## src/rtl/flappy_pkg.sv

```systemverilog
// flappy_pkg
// Shared constants and types for the Flappy game blocks.
// Screen geometry, pipe geometry (shared by pipe_scheduler and the
// collision checker) and the game state encoding live here so that every
// block agrees on them.
package flappy_pkg;

  localparam int SCREEN_W = 640;
  localparam int SCREEN_H = 480;

  // Pipe geometry; the collision checker must use the same values.
  localparam int PIPE_W = 80;
  localparam int GAP_H  = 100;

  typedef enum logic [1:0] {
    IDLE = 2'd0,
    RUN  = 2'd1,
    OVER = 2'd2
  } state_e;

endpackage

```

## src/rtl/pipe_lfsr.sv

```systemverilog
// pipe_lfsr
// Free-running 16-bit Galois LFSR, polynomial x^16+x^14+x^13+x^11+1.
// It steps on every clock regardless of game state, so the sequence seen
// by the pipe respawn logic depends on how long the player takes to act.
//
// Ports:
//   Clk    - system clock
//   reset  - asynchronous, active-high; loads SEED
//   lfsr_o - current register value (value before this cycle's step)
module pipe_lfsr #(
  parameter logic [15:0] SEED = 16'hACE1
) (
  input  logic        Clk,
  input  logic        reset,
  output logic [15:0] lfsr_o
);

  logic [15:0] lfsr_q;
  logic [15:0] lfsr_d;

  // Right-shifting Galois form: when the bit shifted out is 1, the tap
  // mask for exponents 16/14/13/11 (bits 15/13/12/10) is folded back in.
  always_comb begin
    lfsr_d = {1'b0, lfsr_q[15:1]};
    if (lfsr_q[0]) begin
      lfsr_d = lfsr_d ^ 16'hB400;
    end
  end

  always_ff @(posedge Clk or posedge reset) begin
    if (reset) begin
      lfsr_q <= SEED;
    end else begin
      lfsr_q <= lfsr_d;
    end
  end

  assign lfsr_o = lfsr_q;

endmodule

```

## src/rtl/pipe_scheduler.sv

```systemverilog
// pipe_scheduler
// Owns the pipe slots for Flappy: scrolls them left on each frame tick while
// a game runs, respawns pipes that leave the screen at the right with a
// pseudo-random gap height, tracks the nearest not-yet-passed pipe for the
// collision checker and counts the score.
//
// Ports:
//   Clk, reset          - system clock; asynchronous active-high reset
//   Start, Ack          - game control levels (IDLE->RUN, OVER->IDLE)
//   Lose                - collision flag from the collision checker
//   Frame_Tick          - one-cycle pulse per video frame
//   Bird_X              - bird x position
//   X_Edge, Y_Edge      - left edge / gap top of the current pipe
//   Pipe_X_All/Y_All    - every slot, slot i in bits [10i+9:10i]
//   Score               - pipes passed, saturating at 255
//   Q_Idle/Q_Run/Q_Over - one-hot state
module pipe_scheduler
  import flappy_pkg::*;
#(
  parameter int          NUM_PIPES = 4,
  parameter int          PIPE_W    = flappy_pkg::PIPE_W,
  parameter int          GAP_H     = flappy_pkg::GAP_H,
  parameter int          SPACING   = 160,
  parameter int          INIT_X    = 320,
  parameter int          INIT_Y    = 140,
  parameter int          GAP_MIN   = 60,
  parameter int          SPEED     = 2,
  parameter logic [15:0] SEED      = 16'hACE1
) (
  input  logic                   Clk,
  input  logic                   reset,
  input  logic                   Start,
  input  logic                   Ack,
  input  logic                   Lose,
  input  logic                   Frame_Tick,
  input  logic [9:0]             Bird_X,
  output logic [9:0]             X_Edge,
  output logic [9:0]             Y_Edge,
  output logic [10*NUM_PIPES-1:0] Pipe_X_All,
  output logic [10*NUM_PIPES-1:0] Pipe_Y_All,
  output logic [7:0]             Score,
  output logic                   Q_Idle,
  output logic                   Q_Run,
  output logic                   Q_Over
);

  localparam int CurW = (NUM_PIPES > 1) ? $clog2(NUM_PIPES) : 1;

  // Adding a full period minus one step keeps the respawned pipe exactly
  // SPACING to the right of the last pipe in the chain.
  localparam logic [10:0] WrapAdd = 11'(NUM_PIPES * SPACING - SPEED);

  state_e          state_q, state_d;
  logic [9:0]      x_q [NUM_PIPES];
  logic [9:0]      x_d [NUM_PIPES];
  logic [9:0]      y_q [NUM_PIPES];
  logic [9:0]      y_d [NUM_PIPES];
  logic [CurW-1:0] cur_q, cur_d;
  logic [7:0]      score_q, score_d;
  logic [15:0]     lfsr;
  logic            passHit;
  logic            unusedLfsrHigh;

  pipe_lfsr #(
    .SEED(SEED)
  ) uLfsr (
    .Clk   (Clk),
    .reset (reset),
    .lfsr_o(lfsr)
  );

  // Only the low byte feeds gap heights; the upper bits just keep the
  // sequence long.
  assign unusedLfsrHigh = ^lfsr[15:8];

  // Game state transitions; inputs not meaningful in a state are ignored,
  // which also gives Ack priority over Start while in OVER.
  always_comb begin
    state_d = state_q;
    unique case (state_q)
      IDLE:    if (Start) state_d = RUN;
      RUN:     if (Lose)  state_d = OVER;
      OVER:    if (Ack)   state_d = IDLE;
      default: state_d = IDLE;
    endcase
  end

  // Pass test widened to 11 bits so X + PIPE_W cannot wrap.
  assign passHit = (state_q == RUN) &&
                   (({1'b0, x_q[cur_q]} + 11'(PIPE_W)) < {1'b0, Bird_X});

  // Slot update: reload when leaving OVER, scroll on a frame tick in RUN.
  // A tick that coincides with Lose is dropped so the field freezes at the
  // position where the collision was seen.
  always_comb begin
    for (int i = 0; i < NUM_PIPES; i++) begin
      x_d[i] = x_q[i];
      y_d[i] = y_q[i];
      if (state_q == OVER && Ack) begin
        x_d[i] = 10'(INIT_X + i * SPACING);
        y_d[i] = 10'(INIT_Y);
      end else if (state_q == RUN && Frame_Tick && !Lose) begin
        if (x_q[i] < 10'(SPEED)) begin
          x_d[i] = 10'({1'b0, x_q[i]} + WrapAdd);
          y_d[i] = 10'(GAP_MIN) + {2'b00, lfsr[7:0]};
        end else begin
          x_d[i] = x_q[i] - 10'(SPEED);
        end
      end
    end
  end

  // Score and current-pipe pointer; the pointer wraps naturally because
  // NUM_PIPES is a power of two.
  always_comb begin
    score_d = score_q;
    cur_d   = cur_q;
    if (state_q == IDLE && Start) begin
      score_d = 8'd0;
      cur_d   = '0;
    end else if (passHit) begin
      if (score_q != 8'hFF) begin
        score_d = score_q + 8'd1;
      end
      cur_d = cur_q + 1'b1;
    end
  end

  always_ff @(posedge Clk or posedge reset) begin
    if (reset) begin
      state_q <= IDLE;
      cur_q   <= '0;
      score_q <= 8'd0;
      for (int i = 0; i < NUM_PIPES; i++) begin
        x_q[i] <= 10'(INIT_X + i * SPACING);
        y_q[i] <= 10'(INIT_Y);
      end
    end else begin
      state_q <= state_d;
      cur_q   <= cur_d;
      score_q <= score_d;
      for (int i = 0; i < NUM_PIPES; i++) begin
        x_q[i] <= x_d[i];
        y_q[i] <= y_d[i];
      end
    end
  end

  assign X_Edge = x_q[cur_q];
  assign Y_Edge = y_q[cur_q];
  assign Score  = score_q;
  assign Q_Idle = (state_q == IDLE);
  assign Q_Run  = (state_q == RUN);
  assign Q_Over = (state_q == OVER);

  for (genvar g = 0; g < NUM_PIPES; g++) begin : gPack
    assign Pipe_X_All[10*g +: 10] = x_q[g];
    assign Pipe_Y_All[10*g +: 10] = y_q[g];
  end

endmodule

```

## config.mk

```make
export PLATFORM = sky130hd
export DESIGN_NAME = pipe_scheduler
export DESIGN_NICKNAME = d
export VERILOG_FILES = /design/src/rtl/flappy_pkg.sv /design/src/rtl/pipe_lfsr.sv /design/src/rtl/pipe_scheduler.sv
export SDC_FILE = /design/constraint.sdc
export NUM_CORES = 1
export LEC_CHECK = 0
export ABC_CLOCK_PERIOD_IN_PS = 4090
export CAP_MARGIN = 20
export CORE_MARGIN = 2
export CORE_UTILIZATION = 51
export CTS_CLUSTER_DIAMETER = 120
export CTS_CLUSTER_SIZE = 10
export DETAILED_ROUTE_END_ITERATION = 8
export GPL_TIMING_DRIVEN = 0
export PLACE_DENSITY = 0.81
export SLEW_MARGIN = 30
export SYNTH_ARGS = -nofsm -noshare
export SYNTH_HDL_FRONTEND = slang
export SYNTH_HIERARCHICAL = 1
export SYNTH_SLANG_ARGS = --single-unit
```

## constraint.sdc

```tcl
create_clock -name Clk -period 4.09 [get_ports Clk]
set_input_delay 1.0225 -clock Clk [delete_from_list [all_inputs] [get_ports Clk]]
set_output_delay 1.0225 -clock Clk [all_outputs]
set_load 0.01 [all_outputs]
```

==> results of run 1 <==
[through the flow]
stage / setup slack [ns] / instance area [µm²]
floorplan: 0.940 / 5510
global placement: -0.402 / 6840
detailed placement: 0.385 / 6870
CTS: 0.0107 / 7070
global route: 0.215 / 7070
finish: 0.346 / 7070
[power groups by stage]
stage | Clock (µW) | Sequential [µW] | Combinational, µW
6_report | 621 | 1630 | 2380
3_3_place_gp | 0 | 1620 | 2300
5_1_grt | 679 | 1670 | 2590
4_1_cts | 634 | 1620 | 2400
3_5_place_dp | 0 | 1640 | 2380
2_1_floorplan | 0 | 1640 | 1300
[critical path: cells and delay by family, from the launching register on]
family	cells	cell delay [ns]
buf+inv	3	1.55
flops	1	0.38
mux	1	0.40
[cell usage in the layout, fill, tap and decap left out, drive strengths merged, types with 7 or more instances in the layout]
cell           count
a21oi             15
buf               24
clkbuf            28
clkdlybuf4s50    116
conb              10
dfrtp             69
dfstp             31
ha                16
inv               32
mux2i             21
mux4              18
nand2             54
nand2b             7
nand3             25
nor2              40
nor3               9
o211ai            11
o21ai             26
or3               11
xnor2              9
xor2              18
[state kept, by name, indices dropped and copies added, names as in the netlist]
| signal | count |
|---|---|
| uLfsr/lfsr_o | 16 |
| cur_q | 2 |
| Pipe_Y_All | 36 |
| state_q | 2 |
| Pipe_X_All | 36 |
| Score | 8 |
[timing repair]
action | 4_1_cts | 5_1_grt
gates resized for setup | 1 | 3
gates cloned | 0 | 0
setup buffers | 0 | 0
setup endpoints to repair | 2 | 7
[path summary, 6_finish.rpt]
path / slack [ns] / cells past startpoint / end / start
setup / recovery: 0.35 / 4 / X_Edge[1] / cur_q[1]
hold reg to reg: 0.37 / 0 / uLfsr/lfsr_o[5] / uLfsr/lfsr_o[6]
max in group asynchronous: 2.46 / 3 / Pipe_X_All[16] / reset
min in group asynchronous: 1.02 / 2 / Pipe_Y_All[10] / reset
hold / removal: 0.37 / 0 / uLfsr/lfsr_o[5] / uLfsr/lfsr_o[6]
setup reg to reg: 0.40 / 12 / Score[3] / cur_q[1]
[layer usage]
metal,vias to the layer above,wire length (µm)
met3,24,1330
met1,2238,6020
met2,208,6930
met4,0,275
met5,-,0
li1,2064,-
[area by class of cell]
class | count | area, µm²
Clock buffer | 9 | 124
Timing Repair Buffer | 117 | 1190
Multi-Input combinational cell | 355 | 2610
Tap cell | 136 | 170
Clock inverter | 7 | 66.3
Fill cell | 810 | 3300
Sequential cell | 100 | 2540
Buffer | 42 | 260
Inverter | 27 | 106
==> metrics.cfg, run 1 <==
[outcome]
status=completed

[power_and_ir_drop]
finalPower_uw=4640
clock_power_share_pct=13.4
leakagePower_uw=0.00313
switchingPower_uw=1900
p_per_area_nw_per_um2=656
ir_worst_vdd_mv=0.431
p_int_uw=2740
p_sw_share_pct=41.0
p_seq_share_pct=35.2
comb_power_share_pct=51.4

[flow_run]
cap_violations=0

[sta]
min_period_ns=3.74
slew_headroom_pct=49.3
worstMarginPinSlew_ns=0.760
rsz0062_at_grt=false
fin_skew_ns=0.0111
hold_ws_ns=0.375
hold_viol_final=0
slew_violations=0
finalSetupViolations=0
fin_crit_sh_pct=91.5
final.setup.tns_ns=0
fmax_mhz=267

[worst_setup_path]
start_kind=flip-flop
crit_chain=clkbuf_1 -> clkbuf_2 -> mux4_2 -> clkdlybuf4s50_1
cp_max_fo=10
arrival_ns=2.72
critPathSlowestCell=clkbuf_1
worstSetupPathType=reg2out
slowest_delay_ns=0.59
endpoint_kind=primary output
worst_ep_required_time_ns=3.07

[clock_network]
holdBufCountCts=0
clock-root-buffer=clkbuf_8
clk_pin_slew_ns=0.10
cts_buffers=9
cts_sinks=100
cts_htree_levels=3
clockBufferDepth=2
clock_latency_ns=0.38
cts_tree=yes

[global_route]
grt_pass1_wl_um=23200
antenna_found_initial=0
use_met1_pct=34.5
gr-max-usage-layer=met2
grt_max_degree=48
grt.met3_usage_pct=7.38
grt_pass1_vias=4457
grt_util_met2_pct=42.3
track_usage_pct=26.2
overflow=0

[drt]
drt_wl_total_um=14600
vias_per_cell=5.72
post-route-drc-count=0
num_vias=4534
first_pass_iters=5
wl_per_cell_um=18.4
drt_iter0_drc=393
drt.antenna.violating_nets=0

[floorplan]
die_w_um=108
fp.dieH_um=108
core-area_um2=10400
dieArea_um2=11600
start_util_pct=52.8
io_pins=127
rows=37

[layout]
layout-drive-gt1-share_pct=17.4
fin_nets=684
diodes=0
layout.cells.non_filler=793
fin_util_pct=68.1
area.growth.synth_to_final_pct=29.0

[placement]
gp_congestion=0.839
io_buffers=116
dp.cells=777
dp.final_hpwl_um=10900

[synth]
yosys_warnings=6
syn-cell-area_um2=5480
avgSynthCellArea_um2=10.6
synthCells=515

[worst_hold_path]
hold_path_class=reg2reg

(Power assumes the default switching activity.)
==> inputs of run 2 (changes only) <==
--- a/config.mk
+++ b/config.mk
@@ -8,12 +8,12 @@
 export ABC_CLOCK_PERIOD_IN_PS = 4090
 export CAP_MARGIN = 20
 export CORE_MARGIN = 2
-export CORE_UTILIZATION = 51
+export CORE_UTILIZATION = 40
 export CTS_CLUSTER_DIAMETER = 120
 export CTS_CLUSTER_SIZE = 10
 export DETAILED_ROUTE_END_ITERATION = 8
 export GPL_TIMING_DRIVEN = 0
-export PLACE_DENSITY = 0.81
+export PLACE_DENSITY = 0.66
 export SLEW_MARGIN = 30
 export SYNTH_ARGS = -nofsm -noshare
 export SYNTH_HDL_FRONTEND = slang
==> metrics.cfg, run 2 (synthesized netlist as in run 1, its figures left out) <==
[outcome]
status=completed

[clock_network]
clock_latency_ns=0.36  ; -0.02 ns
cts_buffers=9  ; unchanged
cts_sinks=100  ; unchanged
post-cts-setup-buffers=0  ; unchanged
cts_htree_levels=3  ; unchanged
holdBufCountCts=0  ; unchanged
clock-root-buffer=clkbuf_16
cts_tree=yes
clockBufferDepth=2  ; unchanged
clk_pin_slew_ns=0.08  ; -0.02 ns

[sta]
worstMarginPinSlew_ns=0.751  ; -0.00853 ns
hold_viol_final=0  ; unchanged
slew_headroom_pct=49.9  ; +0.57 points
finalSetupViolations=0  ; unchanged
fmax_mhz=254  ; -4.9%
fin_crit_sh_pct=96.3  ; +4.7 points
min_period_ns=3.94  ; +0.193 ns
slew_violations=0  ; unchanged
fin_skew_ns=0.00992  ; -0.00118 ns
hold_ws_ns=0.361  ; -0.0142 ns

[power_and_ir_drop]
switchingPower_uw=1910  ; +0.62%
leakagePower_uw=0.00319  ; +1.9%
p_seq_share_pct=33.2  ; -2.0 points
p_sw_share_pct=39.0  ; -2.0 points
clock_power_share_pct=18.5  ; +5.1 points
comb_power_share_pct=48.3  ; -3.1 points
p_int_uw=2990  ; +9.3%
p_per_area_nw_per_um2=677  ; +3.2%
ir_worst_vdd_mv=0.322  ; -25%

[floorplan]
core-area_um2=13300  ; +28%
rows=42  ; +14%
io_pins=127  ; unchanged
fp.dieH_um=121  ; +12%
die_w_um=121  ; +12%
dieArea_um2=14600  ; +26%
start_util_pct=41.2  ; -12 points

[worst_setup_path]
worst_ep_required_time_ns=3.07  ; about the same
critPathLaunch=cur_q[0]
crit_chain=buf_6 -> clkdlybuf4s15_1 -> mux4_2 -> clkdlybuf4s50_1
start_kind=flip-flop
cp_max_fo=10  ; unchanged
reg2reg_from=cur_q[1]
critPathSlowestCell=clkdlybuf4s15_1
worstSetupPathType=reg2out
slowest_delay_ns=0.70  ; +0.11 ns
endpoint_kind=primary output
arrival_ns=2.91  ; +0.19 ns

[drt]
vias_per_cell=5.30  ; -7.4%
post-route-drc-count=0  ; unchanged
first_pass_iters=5  ; unchanged
drt_iter0_drc=240  ; -39%
drt.antenna.violating_nets=0  ; unchanged
num_vias=4411  ; -2.7%
wl_per_cell_um=17.8  ; -3.3%
drt_wl_total_um=14800  ; +1.6%

[worst_hold_path]
hold_path_class=reg2reg
hold_path_startpoint=uLfsr/lfsr_o[8]

[placement]
dp.final_hpwl_um=11100  ; +1.5%
placed_cell_area_um2=6920  ; +0.73%
gp_congestion=0.846  ; +0.79%
io_buffers=116  ; unchanged

[global_route]
grt_pass1_wl_um=23200  ; about the same
grt_max_degree=48  ; unchanged
track_usage_pct=20.7  ; -5.5 points
overflow=0  ; unchanged
grt_pass1_vias=4267  ; -4.3%
antenna_found_initial=0  ; unchanged

[layout]
final_common_cell=clkdlybuf4s50_1
multi_input_comb_area_um2=2610  ; unchanged
register_area_um2=2540  ; unchanged
layout-drive-gt1-share_pct=17.0  ; -0.30 points
fillers=1180  ; +46%
diodes=0  ; unchanged
layout_common_cells=clkdlybuf4s50_1, dfrtp_1, nand2_1, nor2_1, dfstp_2
area.growth.synth_to_final_pct=32.3
design_area_um2=7240  ; +2.5%
fin_nets=684  ; unchanged

[flow_run]
cap_violations=0  ; unchanged

run 2: cell count changes in the layout (fill, tap and decap cells not counted), sizes merged:
cell           previous run  this run
bufinv                    0         1
clkinv                    0         1
clkbuf                   28        27
clkinvlp                  2         0
clkdlybuf4s15             0         1
run 2: what timing repair did:
action                                 in CTS  in global routing
resized for setup                           0                  1
setup endpoints to repair                   0                  2
endpoints found under the hold margin       0                  0
run 2: per-stage QoR:
step | power [µW] | cells | util [%] | setup slack [ns] | TNS, ns
3_5_place_dp | 4010 | 817 | 52.1 | 0.406 | 0
6_report | 4900 | 833 | 54.5 | 0.153 | 0
5_1_grt | 5230 | 833 | 54.5 | -0.0209 | -0.0388
3_3_place_gp | 3960 | 816 | 51.8 | -0.527 | -31.92
2_1_floorplan | 2940 | 524 | - | 0.940 | 0
4_1_cts | 4940 | 833 | 54.4 | 0.0891 | 0
run 2: power by group through the flow:
stage | clock network [µW] | registers, µW | logic (µW)
finish | 908 | 1630 | 2370
global route | 963 | 1670 | 2590
CTS | 926 | 1630 | 2380
detailed placement | 0 | 1640 | 2370
global placement | 0 | 1640 | 2320
floorplan | 0 | 1640 | 1300
run 2: cell type report:
cell class                 count  share of cell area (%)
multi-input combinational    355                    36.0
sequential                   100                    35.1
timing repair buffer         117                    16.4
buffer                        42                    3.64
clock buffer                   9                    3.11
tap                          176                    3.04
inverter                      27                    1.47
clock inverter                 7                    1.21
run 2: layer usage:
layer	vias up	share of wire, %	global-route usage [%]
met2	179	47	33.7
met3	16	7.4	3.52
li1	2066	-	-
met4	0	1.4	7.34
met5	-	0	0
met1	2150	44	27.8
run 2: worst paths after layout:
path                            cells after the start  slack (ns)               to
worst max-delay path                                4        0.15        X_Edge[1]
worst min-delay path                                0        0.36  uLfsr/lfsr_o[7]
worst max register to register                     12        0.43         Score[4]
worst min register to register                      0        0.36  uLfsr/lfsr_o[7]
max in group asynchronous                           3        2.40   Pipe_X_All[29]
min in group asynchronous                           2        1.06   Pipe_Y_All[20]
run 2: critical path: cells and delay by family (launching register included):
family | cells | cell delay, ns
buf+inv | 3 | 1.43
mux | 1 | 0.64
flops | 1 | 0.47
==> inputs of run 3 (changes only) <==
--- a/config.mk
+++ b/config.mk
@@ -5,7 +5,7 @@
 export SDC_FILE = /design/constraint.sdc
 export NUM_CORES = 1
 export LEC_CHECK = 0
-export ABC_CLOCK_PERIOD_IN_PS = 4090
+export ABC_CLOCK_PERIOD_IN_PS = 5000
 export CAP_MARGIN = 20
 export CORE_MARGIN = 2
 export CORE_UTILIZATION = 40
==> constraint.sdc (replaced) <==
create_clock -name Clk -period 5 [get_ports Clk]
set_input_delay 1.25 -clock Clk [delete_from_list [all_inputs] [get_ports Clk]]
set_output_delay 1.25 -clock Clk [all_outputs]
set_load 0.01 [all_outputs]
==> metrics.cfg, run 3 (synthesized netlist as in run 1, its figures left out) <==
[outcome]
status=completed

[floorplan]
fp.dieH_um=121  ; unchanged
core-area_um2=13300  ; unchanged
die_w_um=121  ; unchanged
io_pins=127  ; unchanged
dieArea_um2=14600  ; unchanged
rows=42  ; unchanged
start_util_pct=41.2  ; unchanged

[clock_network]
cts_resized=0  ; unchanged
cts_buffers=9  ; unchanged
clock_latency_ns=0.36  ; about the same
holdBufCountCts=0  ; unchanged
cts_tree=yes
post-cts-setup-buffers=0  ; unchanged
cts_sinks=100  ; unchanged
clk_pin_slew_ns=0.08  ; about the same
cts_htree_levels=3  ; unchanged
clockBufferDepth=2  ; unchanged
clock-root-buffer=clkbuf_16

[flow_run]
cap_violations=0  ; unchanged

[sta]
fmax_mhz=241
finalSetupViolations=0  ; unchanged
final.setup.tns_ns=0  ; unchanged
hold_viol_final=0  ; unchanged
fin_crit_sh_pct=83.0
min_period_ns=4.15
slew_violations=0  ; unchanged
fin_skew_ns=0.00981  ; -0.000116 ns
rsz0062_at_grt=false
slew_headroom_pct=42.9  ; -7.0 points
worstMarginPinSlew_ns=0.857  ; +0.105 ns

[global_route]
grt_pass1_vias=4267  ; unchanged
antenna_found_initial=0  ; unchanged
overflow=0  ; unchanged
grt_pass1_wl_um=23200  ; unchanged
grt_max_degree=48  ; unchanged
track_usage_pct=20.7  ; unchanged

[worst_setup_path]
r2r_end=Score[4]
endpoint_kind=primary output
critPathLaunch=cur_q[1]
rr_worst_depth=12  ; unchanged
cp_max_fo=10  ; unchanged
regToRegSetupSlack_ns=1.36  ; +0.93 ns
arrival_ns=2.90  ; about the same
reg2reg_from=cur_q[1]
start_kind=flip-flop
worst_ep_required_time_ns=3.75  ; +0.68 ns
critPathCapture=X_Edge[1]
worstSetupPathType=reg2out

[layout]
layout-drive-gt1-share_pct=17.0  ; unchanged
diodes=0  ; unchanged
area.growth.synth_to_final_pct=32.1  ; about the same
layout.cells.non_filler=833  ; unchanged
final_common_cell=clkdlybuf4s50_1
fin_nets=684  ; unchanged
fillers=1181  ; +0.085%
layout_common_cells=clkdlybuf4s50_1, dfrtp_1, nand2_1, nor2_1, dfstp_2

[drt]
drt.antenna.violating_nets=0  ; unchanged
vias_per_cell=5.25  ; -0.79%
wl_per_cell_um=17.7  ; -0.59%
post-route-drc-count=0  ; unchanged
num_vias=4376  ; -0.79%
first_pass_iters=5  ; unchanged
drt_wl_total_um=14700  ; -0.59%
drt_iter0_drc=226  ; -5.8%

[power_and_ir_drop]
clock_power_share_pct=18.5  ; about the same
leakagePower_uw=0.00319  ; -0.11%
comb_power_share_pct=48.2  ; about the same
p_seq_share_pct=33.3  ; about the same
p_int_uw=2440  ; -18%
ir_worst_vdd_mv=0.263  ; -18%
switchingPower_uw=1560  ; -18%
p_per_area_nw_per_um2=553  ; -18%
finalPower_uw=4000  ; -18%
p_sw_share_pct=39.0  ; -0.049 points

[placement]
io_buffers=116  ; unchanged
gp_congestion=0.846  ; unchanged
dp.cells=817  ; unchanged
dp.final_hpwl_um=11100  ; unchanged

[worst_hold_path]
hold_path_class=reg2reg
hold_path_depth=0  ; unchanged

run 3: cell types whose count changed in the layout (fill, tap and decap cells not counted):
cell | before | now
buf_1 | 1 | 2
clkdlybuf4s15_1 | 1 | 0
run 3: through the flow:
stage	instance area (µm²)	util, %	hold WS (ns)	setup WS (ns)
after global placement	6890	51.8	0.339	0.156
after floorplan	5510	-	0.331	1.62
after detailed placement	6920	52.1	0.341	1.16
after global routing	7240	54.4	0.365	0.666
final	7240	54.4	0.361	0.851
after CTS	7240	54.4	0.362	0.772
run 3: area by class of cell:
cell class                      count  area [µm²]  share of cell area (%)
Buffer                             42         258                    3.56
Tap cell                          176         220                    3.04
Inverter                           27         106                    1.47
Clock buffer                        9         225                    3.11
Sequential cell                   100        2540                    35.1
Clock inverter                      7        87.6                    1.21
Multi-Input combinational cell    355        2610                    36.1
Timing Repair Buffer              117        1190                    16.4
run 3: power groups by stage:
stage	Clock (µW)	Sequential, µW	Combinational (µW)
4_1_cts	757	1330	1950
5_1_grt	788	1370	2120
3_3_place_gp	0	1340	1900
6_report	742	1330	1930
2_1_floorplan	0	1340	1070
3_5_place_dp	0	1340	1940
run 3: worst min-delay path by stage:
stage / from / to / slack [ns]
2_1_floorplan: uLfsr/lfsr_o[9] / uLfsr/lfsr_o[8] / 0.33
6_report: uLfsr/lfsr_o[12] / uLfsr/lfsr_o[11] / 0.36
3_5_place_dp: uLfsr/lfsr_o[8] / uLfsr/lfsr_o[7] / 0.34
4_1_cts: uLfsr/lfsr_o[12] / uLfsr/lfsr_o[11] / 0.36
5_1_grt: uLfsr/lfsr_o[12] / uLfsr/lfsr_o[11] / 0.36
3_3_place_gp: uLfsr/lfsr_o[8] / uLfsr/lfsr_o[7] / 0.34
run 3: routing by layer:
layer | GRT usage (%) | share of wire, %
met4 | 7.34 | 1.7
met5 | 0 | 0
met2 | 33.7 | 48
met1 | 27.8 | 44
met3 | 3.52 | 6.8
run 3: critical path: stages (launching register included):
cell,delay [ns]
dfrtp_1,0.37
clkbuf_1,0.56
clkbuf_1,0.65
mux4_2,0.46
clkdlybuf4s50_1,0.50
